**config.mk**
```make
export PLATFORM = sky130hd
export DESIGN_NAME = mem_port_arbiter_flat
export DESIGN_NICKNAME = d
export VERILOG_FILES = /design/src/rtl/mem_port_arbiter_if.sv /design/src/rtl/mem_port_arbiter.sv /design/src/flat_wrapper.sv
export SDC_FILE = /design/constraint.sdc
export NUM_CORES = 1
export LEC_CHECK = 0
export CORE_AREA = 4 4 116 118
export DETAILED_ROUTE_END_ITERATION = 8
export DIE_AREA = 0 0 120 122
export PLACE_DENSITY = 0.86
export SLEW_MARGIN = 30
export SYNTH_ARGS = -nofsm -noshare
export SYNTH_HDL_FRONTEND = slang
export SYNTH_SLANG_ARGS = --single-unit
```
**constraint.sdc**
```tcl
create_clock -name clk -period 5.3 [get_ports clk]
set_clock_uncertainty 0.2 [all_clocks]
set_input_delay 1.06 -clock clk [delete_from_list [all_inputs] [get_ports clk]]
set_output_delay 1.06 -clock clk [all_outputs]
set_load 0.1 [all_outputs]
```
**src/rtl/mem_port_arbiter_if.sv**
```systemverilog
// mem_port_arbiter_if: fetch, load/store and memory-side signals of the shared memory port
interface mem_port_arbiter_if #(
  parameter int ADDR_W = 32,
  parameter int DATA_W = 32
);
  logic                flush;
  logic                if_req;
  logic [ADDR_W-1:0]   if_addr;
  logic [DATA_W-1:0]   if_rdata;
  logic                if_ack;
  logic                ls_req;
  logic                ls_we;
  logic [ADDR_W-1:0]   ls_addr;
  logic [DATA_W-1:0]   ls_wdata;
  logic [DATA_W/8-1:0] ls_wstrb;
  logic [DATA_W-1:0]   ls_rdata;
  logic                ls_ack;
  logic                mem_en;
  logic                mem_we;
  logic [ADDR_W-1:0]   mem_addr;
  logic [DATA_W-1:0]   mem_wdata;
  logic [DATA_W/8-1:0] mem_wstrb;
  logic [DATA_W-1:0]   mem_rdata;
  logic                mem_ready;
  logic                stall;
  modport master (
    input  flush, if_req, if_addr, ls_req, ls_we, ls_addr, ls_wdata, ls_wstrb, mem_rdata, mem_ready,
    output if_rdata, if_ack, ls_rdata, ls_ack, mem_en, mem_we, mem_addr, mem_wdata, mem_wstrb, stall
  );
  modport slave (
    output flush, if_req, if_addr, ls_req, ls_we, ls_addr, ls_wdata, ls_wstrb, mem_rdata, mem_ready,
    input  if_rdata, if_ack, ls_rdata, ls_ack, mem_en, mem_we, mem_addr, mem_wdata, mem_wstrb, stall
  );
endinterface

```
**src/rtl/mem_port_arbiter.sv**
```systemverilog
// mem_port_arbiter: shares one memory port between fetch and load/store, LS priority with IF anti-starvation
module mem_port_arbiter #(
  parameter int ADDR_W     = 32,
  parameter int DATA_W     = 32,
  parameter int STARVE_MAX = 4
) (
  input logic clk,
  input logic rst,
  mem_port_arbiter_if.master bus
);
  localparam int SW = $clog2(STARVE_MAX + 1);
  localparam int BW = DATA_W / 8;
  typedef enum logic [1:0] {IDLE, WAIT, RESP} state_t;
  state_t            state_q, state_d;
  logic              owner_ls_q, owner_ls_d;
  logic              drop_q, drop_d;
  logic [SW-1:0]     starve_q, starve_d;
  logic              mem_en_q, mem_en_d;
  logic              mem_we_q, mem_we_d;
  logic [ADDR_W-1:0] mem_addr_q, mem_addr_d;
  logic [DATA_W-1:0] mem_wdata_q, mem_wdata_d;
  logic [BW-1:0]     mem_wstrb_q, mem_wstrb_d;
  logic [DATA_W-1:0] if_rdata_q, if_rdata_d;
  logic [DATA_W-1:0] ls_rdata_q, ls_rdata_d;
  logic              if_ack_q, if_ack_d;
  logic              ls_ack_q, ls_ack_d;
  logic              starved, grant_ls, grant_if, ls_store;
  assign starved  = starve_q == SW'(STARVE_MAX);
  assign grant_ls = bus.ls_req & ~(bus.if_req & starved & ~bus.flush);
  assign grant_if = ~grant_ls & bus.if_req & ~bus.flush;
  assign ls_store = grant_ls & bus.ls_we;
  always_comb begin
    state_d     = state_q;
    owner_ls_d  = owner_ls_q;
    drop_d      = drop_q;
    starve_d    = starve_q;
    mem_en_d    = 1'b0;
    mem_we_d    = mem_we_q;
    mem_addr_d  = mem_addr_q;
    mem_wdata_d = mem_wdata_q;
    mem_wstrb_d = mem_wstrb_q;
    if_rdata_d  = if_rdata_q;
    ls_rdata_d  = ls_rdata_q;
    if_ack_d    = 1'b0;
    ls_ack_d    = 1'b0;
    if (state_q == IDLE && (grant_ls | grant_if)) begin
      state_d     = WAIT;
      owner_ls_d  = grant_ls;
      mem_en_d    = 1'b1;
      mem_we_d    = ls_store;
      mem_addr_d  = grant_ls ? bus.ls_addr : bus.if_addr;
      mem_wdata_d = ls_store ? bus.ls_wdata : '0;
      mem_wstrb_d = ls_store ? bus.ls_wstrb : '0;
      starve_d    = (grant_ls & bus.if_req) ? (starved ? starve_q : starve_q + 1'b1) : '0;
    end else if (state_q == WAIT) begin
      // a flush on the completion edge itself must still suppress the fetch ack
      drop_d = drop_q | (~owner_ls_q & bus.flush);
      if (bus.mem_ready) begin
        state_d    = RESP;
        ls_ack_d   = owner_ls_q;
        if_ack_d   = ~owner_ls_q & ~drop_d;
        ls_rdata_d = owner_ls_q ? bus.mem_rdata : ls_rdata_q;
        if_rdata_d = if_ack_d ? bus.mem_rdata : if_rdata_q;
      end
    end else if (state_q == RESP) begin
      state_d = IDLE;
      drop_d  = 1'b0;
    end
  end
  always_ff @(posedge clk) begin
    if (!rst) begin
      state_q <= IDLE;
      {owner_ls_q, drop_q, starve_q, mem_en_q, mem_we_q, mem_addr_q, mem_wdata_q, mem_wstrb_q} <= '0;
      {if_rdata_q, ls_rdata_q, if_ack_q, ls_ack_q} <= '0;
    end else begin
      state_q     <= state_d;
      owner_ls_q  <= owner_ls_d;
      drop_q      <= drop_d;
      starve_q    <= starve_d;
      mem_en_q    <= mem_en_d;
      mem_we_q    <= mem_we_d;
      mem_addr_q  <= mem_addr_d;
      mem_wdata_q <= mem_wdata_d;
      mem_wstrb_q <= mem_wstrb_d;
      if_rdata_q  <= if_rdata_d;
      ls_rdata_q  <= ls_rdata_d;
      if_ack_q    <= if_ack_d;
      ls_ack_q    <= ls_ack_d;
    end
  end
  assign bus.mem_en    = mem_en_q;
  assign bus.mem_we    = mem_we_q;
  assign bus.mem_addr  = mem_addr_q;
  assign bus.mem_wdata = mem_wdata_q;
  assign bus.mem_wstrb = mem_wstrb_q;
  assign bus.if_rdata  = if_rdata_q;
  assign bus.ls_rdata  = ls_rdata_q;
  assign bus.if_ack    = if_ack_q;
  assign bus.ls_ack    = ls_ack_q;
  assign bus.stall     = (bus.if_req & ~if_ack_q & ~bus.flush) | (bus.ls_req & ~ls_ack_q);
endmodule
```
**src/flat_wrapper.sv**
```systemverilog
// flat-port wrapper written by rule: the top's interface ports become plain ports
module mem_port_arbiter_flat 
#(
  parameter int ADDR_W     = 32,
  parameter int DATA_W     = 32,
  parameter int STARVE_MAX = 4
)
  (clk, rst, bus_flush, bus_if_req, bus_if_addr, bus_ls_req, bus_ls_we, bus_ls_addr, bus_ls_wdata, bus_ls_wstrb, bus_mem_rdata, bus_mem_ready, bus_if_rdata, bus_if_ack, bus_ls_rdata, bus_ls_ack, bus_mem_en, bus_mem_we, bus_mem_addr, bus_mem_wdata, bus_mem_wstrb, bus_stall);
  mem_port_arbiter_if #(.ADDR_W(ADDR_W), .DATA_W(DATA_W)) bus_i ();
  input logic clk;
  input logic rst;
  input wire logic [$bits(bus_i.flush)-1:0] bus_flush;
  input wire logic [$bits(bus_i.if_req)-1:0] bus_if_req;
  input wire logic [$bits(bus_i.if_addr)-1:0] bus_if_addr;
  input wire logic [$bits(bus_i.ls_req)-1:0] bus_ls_req;
  input wire logic [$bits(bus_i.ls_we)-1:0] bus_ls_we;
  input wire logic [$bits(bus_i.ls_addr)-1:0] bus_ls_addr;
  input wire logic [$bits(bus_i.ls_wdata)-1:0] bus_ls_wdata;
  input wire logic [$bits(bus_i.ls_wstrb)-1:0] bus_ls_wstrb;
  input wire logic [$bits(bus_i.mem_rdata)-1:0] bus_mem_rdata;
  input wire logic [$bits(bus_i.mem_ready)-1:0] bus_mem_ready;
  output wire logic [$bits(bus_i.if_rdata)-1:0] bus_if_rdata;
  output wire logic [$bits(bus_i.if_ack)-1:0] bus_if_ack;
  output wire logic [$bits(bus_i.ls_rdata)-1:0] bus_ls_rdata;
  output wire logic [$bits(bus_i.ls_ack)-1:0] bus_ls_ack;
  output wire logic [$bits(bus_i.mem_en)-1:0] bus_mem_en;
  output wire logic [$bits(bus_i.mem_we)-1:0] bus_mem_we;
  output wire logic [$bits(bus_i.mem_addr)-1:0] bus_mem_addr;
  output wire logic [$bits(bus_i.mem_wdata)-1:0] bus_mem_wdata;
  output wire logic [$bits(bus_i.mem_wstrb)-1:0] bus_mem_wstrb;
  output wire logic [$bits(bus_i.stall)-1:0] bus_stall;
  assign bus_i.flush = bus_flush;
  assign bus_i.if_req = bus_if_req;
  assign bus_i.if_addr = bus_if_addr;
  assign bus_i.ls_req = bus_ls_req;
  assign bus_i.ls_we = bus_ls_we;
  assign bus_i.ls_addr = bus_ls_addr;
  assign bus_i.ls_wdata = bus_ls_wdata;
  assign bus_i.ls_wstrb = bus_ls_wstrb;
  assign bus_i.mem_rdata = bus_mem_rdata;
  assign bus_i.mem_ready = bus_mem_ready;
  assign bus_if_rdata = bus_i.if_rdata;
  assign bus_if_ack = bus_i.if_ack;
  assign bus_ls_rdata = bus_i.ls_rdata;
  assign bus_ls_ack = bus_i.ls_ack;
  assign bus_mem_en = bus_i.mem_en;
  assign bus_mem_we = bus_i.mem_we;
  assign bus_mem_addr = bus_i.mem_addr;
  assign bus_mem_wdata = bus_i.mem_wdata;
  assign bus_mem_wstrb = bus_i.mem_wstrb;
  assign bus_stall = bus_i.stall;
  mem_port_arbiter #(.ADDR_W(ADDR_W), .DATA_W(DATA_W), .STARVE_MAX(STARVE_MAX)) u_core (.clk(clk), .rst(rst), .bus(bus_i));
endmodule
```
==> results by group, run 1 <==
Clock network
  – CTS Buf Count: 17
  – Post_cts resized: 0
  – Buffer depth of the longest clock path: 2
  – CTS sink cnt: 143
  – Clock Latency Late Sink: 410 ps
  – Post-CTS setup buffers: 0
  – CTS root buf: clkbuf_16
  – Hold Buf Count CTS: 0
  – Clk pin slew, worst setup/hold paths: 60 ps
  – CTS tree: built
  – H-tree depth: 4

Synthesis
  – Synth unique cells: 30
  – Yosys top cell area share: 0.541
  – Top post-synthesis cells by area: dfxtp_1 54%, mux2i_1 12%, a22o_1 6.0%
  – Yosys top cell by area: dfxtp_1
  – Mapped cell area: 0.00529 mm²
  – Register area share after synthesis: 0.541
  – Cells after Synth: 501
  – Mean post-synth cell area: 10.6 µm²
  – Seq cells post-synth: 143
  – Net Count, Synth: 645
  – Total number of yosys warnings: 0

Placed design
  – HPWL after DPL: 12.1 mm
  – Port Buffers: 275
  – DP Worst Slack: 1520 ps
  – GP Congestion: 0.747

Critical path
  – CP Cell Sequence: clkdlybuf4s50_1 > nand2b_4 > o22ai_1 > buf_4
  – Worst r2r src: u_core.state_q[0]
  – Buf+Inv Stages, Crit Path: 2
  – Crit start category: primary input
  – WP data required: 4040 ps
  – Top delay family on crit path: buffers and inverters
  – Worst path max stage delay: 580 ps
  – Critical path startpoint: bus_flush
  – Crit Path Class: primary input to output pin
  – Worst Path Max Fanout: 7
  – CP Capture Type: output pin
  – CP max stage cell: clkdlybuf4s50_1
  – WP data arrival: 2380 ps

Pwr
  – VDD IR max: 0.000221 V
  – PD cells: 397 mW/mm²
  – LEAKAGE: 3.31 nW
  – Total power: 3.49 mW

Routing
  – Drt wl/cell: 17.2 µm
  – Final ANT Viol Nets: 0
  – Drt drc: 0
  – DR iter-0 viols: 317
  – Routed via count: 4,772
  – Total Wirelength: 16.2 mm
  – DR vias/cell: 5.06
  – DRT Pass-1 Iters: 4

Floorplan
  – Initial Util: 0.424
  – Die Ht: 122 µm
  – DIE AREA: 0.0146 mm²
  – Ports: 276
  – Die width: 120 µm
  – Site Rows: 41
  – Core Region: 0.0125 mm²

Timing
  – Fmax: 275 MHz
  – Setup_tns: 0 ps
  – Worst Slack Setup Final: 1660 ps
  – Slew Viols, Final: 0
  – Worst slew pin tran: 1030 ps
  – Crit path time final: 3640 ps
  – Rel. slew slack: 0.313
  – Hold_ws: 255 ps
  – Final period utilization: 0.687
  – Final setup violation count: 0
  – RSZ-0062 raised after global routing: false
  – Final Hold Vio Count: 0

Final layout
  – Layout cells sized above 1: 0.0596
  – Area delta synth->final: 66.3%
  – Final core occ: 0.706
  – Number of inserted diodes: 0
  – Final net count: 903

Global routing
  – Number of global-route vias before repair: 4,715
  – M1 GR Usage: 0.239
  – Initial antenna violation count: 2
  – Met2 Use GR: 0.381
  – Tot GR Track Use: 0.214
  – Met3 GRT Util: 0.0655
  – Congestion Overflow GR: 0
  – Most Crowded Layer GR: met2
  – Pin count of the biggest net entering global routing: 97
  – Global-route wire length before repair: 24.7 mm

Hold path
  – Type of the worst min-delay path: register to register
  – Worst hold path startpoint: u_core.bus.if_rdata[8]

Outcome
  – Status: finished, final reports clean

Flow run
  – Max cap viols: 0
[metrics by stage]
stage / area [µm²] / cells
floorplan: 5290 / 501
CTS: 8790 / 944
finish: 8790 / 944
global route: 8790 / 944
detailed placement: 8050 / 912
global placement: 8050 / 912
[metal layers]
metal,wire [µm],vias to the layer above,part of all wire
met1,6320,2246,0.39
met5,22,-,0.0014
met3,1020,29,0.063
li1,-,2306,-
met2,8550,187,0.53
met4,319,4,0.020
[path summary, 6_finish.rpt]
check | to | slack [ps] | cells after the start
worst max-delay path | bus_stall | 1660 | 4
worst min-delay path | u_core.bus.if_rdata[8] | 260 | 2
worst max register to register | u_core.bus.mem_wdata[19] | 2760 | 6
worst min register to register | u_core.bus.if_rdata[8] | 260 | 2
[worst register-to-register path: cells and delay by family, from the launching register on]
| family | cells | cell delay (ps) |
|---|---|---|
| and+or+nand+nor | 1 | 770 |
| buffers and inverters | 2 | 510 |
| AOI/OAI and AO/OA | 2 | 370 |
| DFF | 1 | 340 |
| adders and majority gates | 1 | 300 |
[logic make-up (layout without fill, tap and decap cells)]
logic type | count (synthesis) | after routing | share of synthesized area
buffers and inverters | 49 | 320 | 0.0516
adders and majority gates | 5 | 5 | 0.0118
DFF | 143 | 143 | 0.541
AOI/OAI and AO/OA | 119 | 119 | 0.171
muxes | 65 | 65 | 0.123
and+or+nand+nor | 120 | 120 | 0.101
[state kept, by name, summed over array words and instances, names as in the netlist, 2 cells and up]
name and cells:
u_core.bus.if_rdata 32, u_core.bus.ls_rdata 32, u_core.bus.mem_addr 32, u_core.bus.mem_wdata 32, u_core.bus.mem_wstrb 4, u_core.starve_q 3, u_core.state_q 2
[synth_stat cells (all sizes together)]
library cell,instances
a211oi,1
a21o,2
a21oi,2
a22o,36
a311oi,2
a41oi,3
and2,3
and3,3
buf,21
clkbuf,19
dfxtp,143
ha,5
inv,9
mux2i,65
nand2,72
nand2b,1
nand3,35
nor2,4
nor2b,1
nor3,1
o2111ai,1
o21a,1
o21ai,38
o22ai,1
o2bb2ai,32
[layout make-up]
cell class / count / area [µm²]
clock inverters: 10 / 253
fillers: 906 / 3670
multi-input cells: 309 / 2170
repair buffers: 279 / 2780
inverters: 9 / 33.8
clock buffers: 22 / 484
flip-flops and latches: 143 / 2860
well taps: 172 / 215
[power by group]
group          switching, mW  leakage, nW  internal [mW]
logic                  0.598         1.79          0.251
registers             0.0379         1.16           1.14
clock network          0.436        0.357           1.03
[cell usage in the layout, fill, tap and decap left out, drive strengths merged]
cell type,count
dfxtp,143
o22ai,1
o2bb2ai,32
nand2b,1
and2,3
clkinvlp,1
o21a,1
nand3,35
a311oi,2
a21oi,2
inv,9
a211oi,1
buf,6
a41oi,3
nand2,72
and3,3
o21ai,38
clkinv,1
o2111ai,1
ha,5
nor3,1
nor2b,1
clkbuf,22
mux2i,65
nor2,4
a22o,36
bufinv,8
clkdlybuf4s50,273
a21o,2
Power figures use the tool's default switching activity.
==> run 2: changes to the inputs <==
--- a/config.mk
+++ b/config.mk
@@ -5,10 +5,10 @@
 export SDC_FILE = /design/constraint.sdc
 export NUM_CORES = 1
 export LEC_CHECK = 0
-export CORE_AREA = 4 4 116 118
+export CORE_AREA = 4 4 122 124
 export DETAILED_ROUTE_END_ITERATION = 8
-export DIE_AREA = 0 0 120 122
-export PLACE_DENSITY = 0.86
+export DIE_AREA = 0 0 126 128
+export PLACE_DENSITY = 0.78
 export SLEW_MARGIN = 30
 export SYNTH_ARGS = -nofsm -noshare
 export SYNTH_HDL_FRONTEND = slang
==> constraint.sdc (replaced) <==
create_clock -name clk -period 3.5 [get_ports clk]
set_clock_uncertainty 0.2 [all_clocks]
set_input_delay 0.7 -clock clk [delete_from_list [all_inputs] [get_ports clk]]
set_output_delay 0.7 -clock clk [all_outputs]
set_load 0.1 [all_outputs]
==> run 2 against run 1 <==
Final area shrank 4.8%. Non-clock buffer count grew 3. Via count shrank 0.96%. Largest cell class unchanged. Largest power group is now registers.
==> results by group, run 2 (synthesis results as in run 1) <==
Clock network
  – CTS root buf: clkbuf_16 (unchanged)
  – Clock Latency Late Sink: 410 ps (about the same)
  – H-tree depth: 4 (unchanged)
  – CTS sink cnt: 143 (unchanged)
  – CTS Buf Count: 17 (unchanged)
  – Buffer depth of the longest clock path: 2 (unchanged)
  – Hold Buf Count CTS: 0 (unchanged)
  – Post-CTS setup buffers: 0 (unchanged)
  – Post_cts resized: 0 (unchanged)
  – Clk pin slew, worst setup/hold paths: 60 ps (about the same)
  – CTS tree: built (unchanged)

Pwr
  – Sw Pwr: 1.69 mW (was 1.07 mW)
  – Comb power frac: 0.261 (was 0.243)
  – LEAKAGE: 3.53 nW (was 3.31 nW)
  – Power Internal: 3.14 mW (was 2.42 mW)
  – VDD IR max: 0.000303 V (was 0.000221 V)
  – PD cells: 577 mW/mm² (was 397 mW/mm²)
  – Clock power frac: 0.369 (was 0.419)
  – Seq pwr share: 0.370 (was 0.338)
  – Sw frac: 0.350 (was 0.307)

Final layout
  – Fillers: 1,163 (was 906)
  – Most frequent cells in the layout: 143 x dfxtp_1, 141 x buf_4, 137 x clkdlybuf4s50_1 (was 273 x clkdlybuf4s50_1, 143 x dfxtp_1, 72 x nand2_1)
  – Number of inserted diodes: 0 (unchanged)
  – Multi-input logic area: 0.00217 mm² (about the same)
  – Seq. cell area: 0.00286 mm² (unchanged)
  – Commonest non-fill, non-tap cell in the layout: dfxtp_1 (was clkdlybuf4s50_1)
  – Layout cells sized above 1: 0.239 (was 0.0596)
  – Area delta synth->final: 58.3% (was 66.3%)
  – Fin cells: 955 (was 944)
  – Final net count: 906 (was 903)

Global routing
  – Tot GR Track Use: 0.187 (was 0.214)
  – Congestion Overflow GR: 0 (unchanged)
  – Number of global-route vias before repair: 4,785 (was 4,715)
  – Pin count of the biggest net entering global routing: 98 (was 97)
  – Initial antenna violation count: 0 (was 2)
  – Global-route wire length before repair: 24.2 mm (was 24.7 mm)

Timing
  – Fmax: 341 MHz
  – Final period utilization: 0.837
  – Final Hold Vio Count: 0 (unchanged)
  – Rel. slew slack: 0.398 (was 0.313)
  – Final setup violation count: 0 (unchanged)
  – Hold_ws: 258 ps (was 255 ps)
  – Crit path time final: 2930 ps
  – Setup_tns: 0 ps (unchanged)
  – Slew Viols, Final: 0 (unchanged)
  – Worst slew pin tran: 903 ps (was 1030 ps)
  – RSZ-0062 raised after global routing: false (unchanged)

Floorplan
  – DIE AREA: 0.0161 mm² (was 0.0146 mm²)
  – Core Region: 0.0138 mm² (was 0.0125 mm²)
  – Ports: 276 (unchanged)
  – Initial Util: 0.384 (was 0.424)
  – Die Ht: 128 µm (was 122 µm)
  – Die width: 126 µm (was 120 µm)
  – Site Rows: 43 (was 41)

Routing
  – DR vias/cell: 4.95 (was 5.06)
  – DR iter-0 viols: 252 (was 317)
  – DRT Pass-1 Iters: 4 (unchanged)
  – Drt wl/cell: 16.5 µm (was 17.2 µm)
  – Final ANT Viol Nets: 0 (unchanged)
  – Routed via count: 4,726 (was 4,772)
  – Total Wirelength: 15.8 mm (was 16.2 mm)
  – Drt drc: 0 (unchanged)

Critical path
  – Crit Path Class: primary input to output pin (unchanged)
  – Worst Path Max Fanout: 7 (unchanged)
  – CP max stage cell: clkdlybuf4s50_1 (unchanged)
  – WP data required: 2600 ps (was 4040 ps)
  – Crit start category: primary input (unchanged)
  – Worst path max stage delay: 570 ps (was 580 ps)
  – WP data arrival: 2030 ps (was 2380 ps)
  – CP Capture Type: output pin (unchanged)
  – CP Cell Sequence: clkdlybuf4s50_1 > nand2b_4 > o22ai_1 > buf_12 (was clkdlybuf4s50_1 > nand2b_4 > o22ai_1 > buf_4)

Flow run
  – Max cap viols: 0 (unchanged)

Placed design
  – GP Congestion: 0.836 (was 0.747)
  – Port Buffers: 275 (unchanged)
  – Inst Count DP: 923 (was 912)
  – HPWL after DPL: 11.6 mm (was 12.1 mm)

Hold path
  – Type of the worst min-delay path: register to register (unchanged)

Outcome
  – Status: finished, final reports clean (unchanged)
-- run 2: critical path: cells and delay by family --
kind,cells,cell delay (ps)
compound gates,1,280
simple gates,1,250
buf+inv,2,790
-- run 2: area by class of cell --
class,instances,area share
sequential,143,0.342
timing repair buffer,282,0.298
multi-input combinational,309,0.259
clock buffer,17,0.0508
tap,180,0.0269
clock inverter,15,0.0193
inverter,9,0.00404
-- run 2: worst paths after layout --
check	startpoint	endpoint	slack, ps	cells past startpoint
max	bus_flush	bus_stall	570	4
min	u_core.bus.if_rdata[11]	u_core.bus.if_rdata[11]	260	2
max reg2reg	u_core.state_q[1]	u_core.bus.ls_rdata[9]	1320	7
min reg2reg	u_core.bus.if_rdata[11]	u_core.bus.if_rdata[11]	260	2
-- run 2: power by group through the flow --
stage | Combinational (mW) | Clock [mW] | Sequential [mW]
global route | 1.31 | 1.88 | 1.80
CTS | 1.27 | 1.82 | 1.78
finish | 1.26 | 1.78 | 1.78
detailed placement | 1.27 | 0 | 1.82
global placement | 1.25 | 0 | 1.81
floorplan | 0.258 | 0 | 2.46
-- run 2: per-layer routing --
layer  GRT usage  up-vias  routed length (µm)  part of all wire
met5           0        -                   0                 0
met2       0.322      178                8010              0.51
met1       0.212     2193                6370              0.40
met3      0.0525       34                 972             0.062
li1            -     2321                   -                 -
met4      0.0965        0                 440             0.028
-- run 2: through the flow --
step | cell area (µm²) | util | total power [mW] | setup slack, ps
floorplan | 5290 | - | 2.72 | 263
global placement | 7780 | 0.565 | 3.06 | 587
detailed placement | 7780 | 0.565 | 3.08 | 527
CTS | 8370 | 0.608 | 4.87 | 577
global route | 8370 | 0.608 | 4.99 | 515
finish | 8370 | 0.608 | 4.83 | 571
==> run 3: changes to the inputs <==
==> constraint.sdc (replaced) <==
create_clock -name clk -period 2.84 [get_ports clk]
set_clock_uncertainty 0.2 [all_clocks]
set_input_delay 0.568 -clock clk [delete_from_list [all_inputs] [get_ports clk]]
set_output_delay 0.568 -clock clk [all_outputs]
set_load 0.1 [all_outputs]
==> run 3 against run 2 <==
Sequential power rose by 24%. Utilization rose by 0.84 points. Global-route usage fell by 0.053 points. Final cell count did not move. Total power rose by 29%. Combinational power rose by 24%. Clock power rose by 38%.
==> results by group, run 3 (synthesis results as in run 1) <==
Outcome
  – Status: finished, final reports clean (unchanged)

Timing
  – Final setup violation count: 0 (unchanged)
  – Slew Viols, Final: 0 (unchanged)
  – RSZ-0062 raised after global routing: false (unchanged)
  – Setup_tns: 0 ps (unchanged)
  – Fmax: 388 MHz
  – Hold_ws: 258 ps (about the same)
  – Worst slew pin tran: 811 ps (was 903 ps)
  – Final period utilization: 0.908
  – Crit path time final: 2580 ps
  – Final Hold Vio Count: 0 (unchanged)
  – Rel. slew slack: 0.459 (was 0.398)
  – Worst Slack Setup Final: 260 ps (was 571 ps)

Critical path
  – Worst Path Max Fanout: 7 (unchanged)
  – WP data arrival: 1810 ps (was 2030 ps)
  – Crit start category: primary input (unchanged)
  – Top delay family on crit path: buffers and inverters (unchanged)
  – CP Capture Type: output pin (unchanged)
  – FF-to-FF End: u_core.bus.mem_wdata[12] (was u_core.bus.ls_rdata[9])
  – Worst r2r path cells: 6 (was 7)
  – Buf+Inv Stages, Crit Path: 3 (was 2)
  – Worst path max stage delay: 670 ps (was 570 ps)
  – Worst r2r src: u_core.starve_q[0] (was u_core.state_q[1])
  – WP data required: 2070 ps (was 2600 ps)
  – Crit Path Class: primary input to output pin (unchanged)
  – CP max stage cell: clkdlybuf4s50_1 (unchanged)
  – CP Cell Sequence: clkdlybuf4s50_1 > inv_1 > o22ai_2 > buf_12 (was clkdlybuf4s50_1 > nand2b_4 > o22ai_1 > buf_12)
  – Register-to-register setup slack: 700 ps (was 1320 ps)

Flow run
  – Max cap viols: 0 (unchanged)

Pwr
  – LEAKAGE: 3.59 nW (was 3.53 nW)
  – VDD IR max: 0.000439 V (was 0.000303 V)
  – Comb power frac: 0.251 (was 0.261)
  – Seq pwr share: 0.355 (was 0.370)
  – PD cells: 732 mW/mm² (was 577 mW/mm²)
  – Power Internal: 4.22 mW (was 3.14 mW)
  – Sw Pwr: 1.99 mW (was 1.69 mW)
  – Clock power frac: 0.394 (was 0.369)
  – Sw frac: 0.320 (was 0.350)

Clock network
  – Clk pin slew, worst setup/hold paths: 50 ps (was 60 ps)
  – Post-CTS setup buffers: 0 (unchanged)
  – H-tree depth: 4 (unchanged)
  – Post_cts resized: 0 (unchanged)
  – CTS Buf Count: 17 (unchanged)
  – CTS tree: built (unchanged)
  – CTS sink cnt: 143 (unchanged)
  – Clock Latency Late Sink: 410 ps (about the same)
  – CTS root buf: clkbuf_16 (unchanged)
  – Hold Buf Count CTS: 0 (unchanged)
  – Buffer depth of the longest clock path: 2 (unchanged)

Final layout
  – Most frequent cells in the layout: 143 x dfxtp_1, 140 x buf_4, 137 x clkdlybuf4s50_1 (was 143 x dfxtp_1, 141 x buf_4, 137 x clkdlybuf4s50_1)
  – Layout cells sized above 1: 0.241 (was 0.239)
  – Final net count: 907 (was 906)
  – Number of inserted diodes: 0 (unchanged)
  – Fin cells: 955 (unchanged)
  – Commonest non-fill, non-tap cell in the layout: dfxtp_1 (unchanged)
  – Final core occ: 0.616 (was 0.608)
  – Area delta synth->final: 60.5% (was 58.3%)

Floorplan
  – Ports: 276 (unchanged)
  – Core Region: 0.0138 mm² (unchanged)
  – DIE AREA: 0.0161 mm² (unchanged)
  – Die Ht: 128 µm (unchanged)
  – Initial Util: 0.384 (unchanged)
  – Site Rows: 43 (unchanged)
  – Die width: 126 µm (unchanged)

Hold path
  – Worst hold path depth: 1 (was 2)
  – Worst hold endpoint: u_core.bus.mem_we (was u_core.bus.if_rdata[11])
  – Type of the worst min-delay path: register to register (unchanged)
  – Worst hold path startpoint: u_core.bus.mem_we (was u_core.bus.if_rdata[11])

Routing
  – Final ANT Viol Nets: 0 (unchanged)
  – Total Wirelength: 15.6 mm (was 15.8 mm)
  – Drt drc: 0 (unchanged)
  – Routed via count: 4,714 (was 4,726)
  – Drt wl/cell: 16.3 µm (was 16.5 µm)
  – DR iter-0 viols: 290 (was 252)
  – DR vias/cell: 4.94 (was 4.95)
  – DRT Pass-1 Iters: 4 (unchanged)

Global routing
  – Met3 GRT Util: 0.0529 (was 0.0525)
  – Initial antenna violation count: 1 (was 0)
  – M1 GR Usage: 0.213 (was 0.212)
  – Number of global-route vias before repair: 4,791 (was 4,785)
  – Global-route wire length before repair: 24.1 mm (was 24.2 mm)
  – Pin count of the biggest net entering global routing: 87 (was 98)
  – Met2 Use GR: 0.324 (was 0.322)
  – Congestion Overflow GR: 0 (unchanged)
  – Tot GR Track Use: 0.186 (was 0.187)
  – Most Crowded Layer GR: met2 (unchanged)

Placed design
  – DP Worst Slack: 83.8 ps (was 527 ps)
  – Inst Count DP: 924 (was 923)
  – GP Congestion: 0.817 (was 0.836)
  – HPWL after DPL: 11.5 mm (was 11.6 mm)
  – Port Buffers: 275 (unchanged)
## run 3: changes by cell type in the layout (fill, tap and decap cells not counted), sizes merged
cell	previous run	this run
clkbuf	17	21
bufinv	2	5
clkinvlp	4	1
inv	13	10
clkinv	5	3
buf	145	146
## run 3: area by class of cell
type / instances / area (µm²)
clock buffer: 21 / 480
clock inverter: 10 / 181
fill: 1144 / 5290
inverter: 9 / 33.8
multi-input combinational: 309 / 2170
sequential: 143 / 2860
tap: 180 / 225
timing repair buffer: 283 / 2530
## run 3: per-stage QoR
stage	cell area [µm²]	power [mW]
6_report	8480	6.21
5_1_grt	8480	6.41
4_1_cts	8480	6.27
3_5_place_dp	7820	3.81
3_3_place_gp	7820	3.78
2_1_floorplan	5290	3.35
## run 3: how the worst max path moves through the flow
stage | start | to | cells past startpoint
floorplan | u_core.bus.ls_ack | bus_stall | 1
global placement | bus_ls_req | u_core.bus.mem_addr[25] | 4
detailed placement | bus_ls_req | u_core.bus.mem_addr[23] | 4
CTS | bus_ls_req | bus_stall | 4
global route | bus_ls_req | bus_stall | 4
finish | bus_ls_req | bus_stall | 4
## run 3: metal layers
metal	vias up	routed length, µm
met5	-	7
met4	2	412
met3	33	997
met2	165	8040
met1	2193	6110
li1	2321	-
## run 3: worst reg2reg max path, delay by kind of cell (launching register included)
kind	cells	cell delay, ps
AO/OA/AOI/OAI	2	400
buffers and inverters	1	60
flip-flops	1	390
AND/OR/NAND/NOR	2	830
adder cells (fa/ha/maj)	1	190
## run 3: power groups by stage
stage | clock, mW | combinational [mW] | sequential, mW
2_1_floorplan | 0 | 0.319 | 3.03
4_1_cts | 2.50 | 1.57 | 2.20
3_3_place_gp | 0 | 1.55 | 2.24
3_5_place_dp | 0 | 1.57 | 2.24
6_report | 2.45 | 1.56 | 2.20
5_1_grt | 2.58 | 1.62 | 2.22
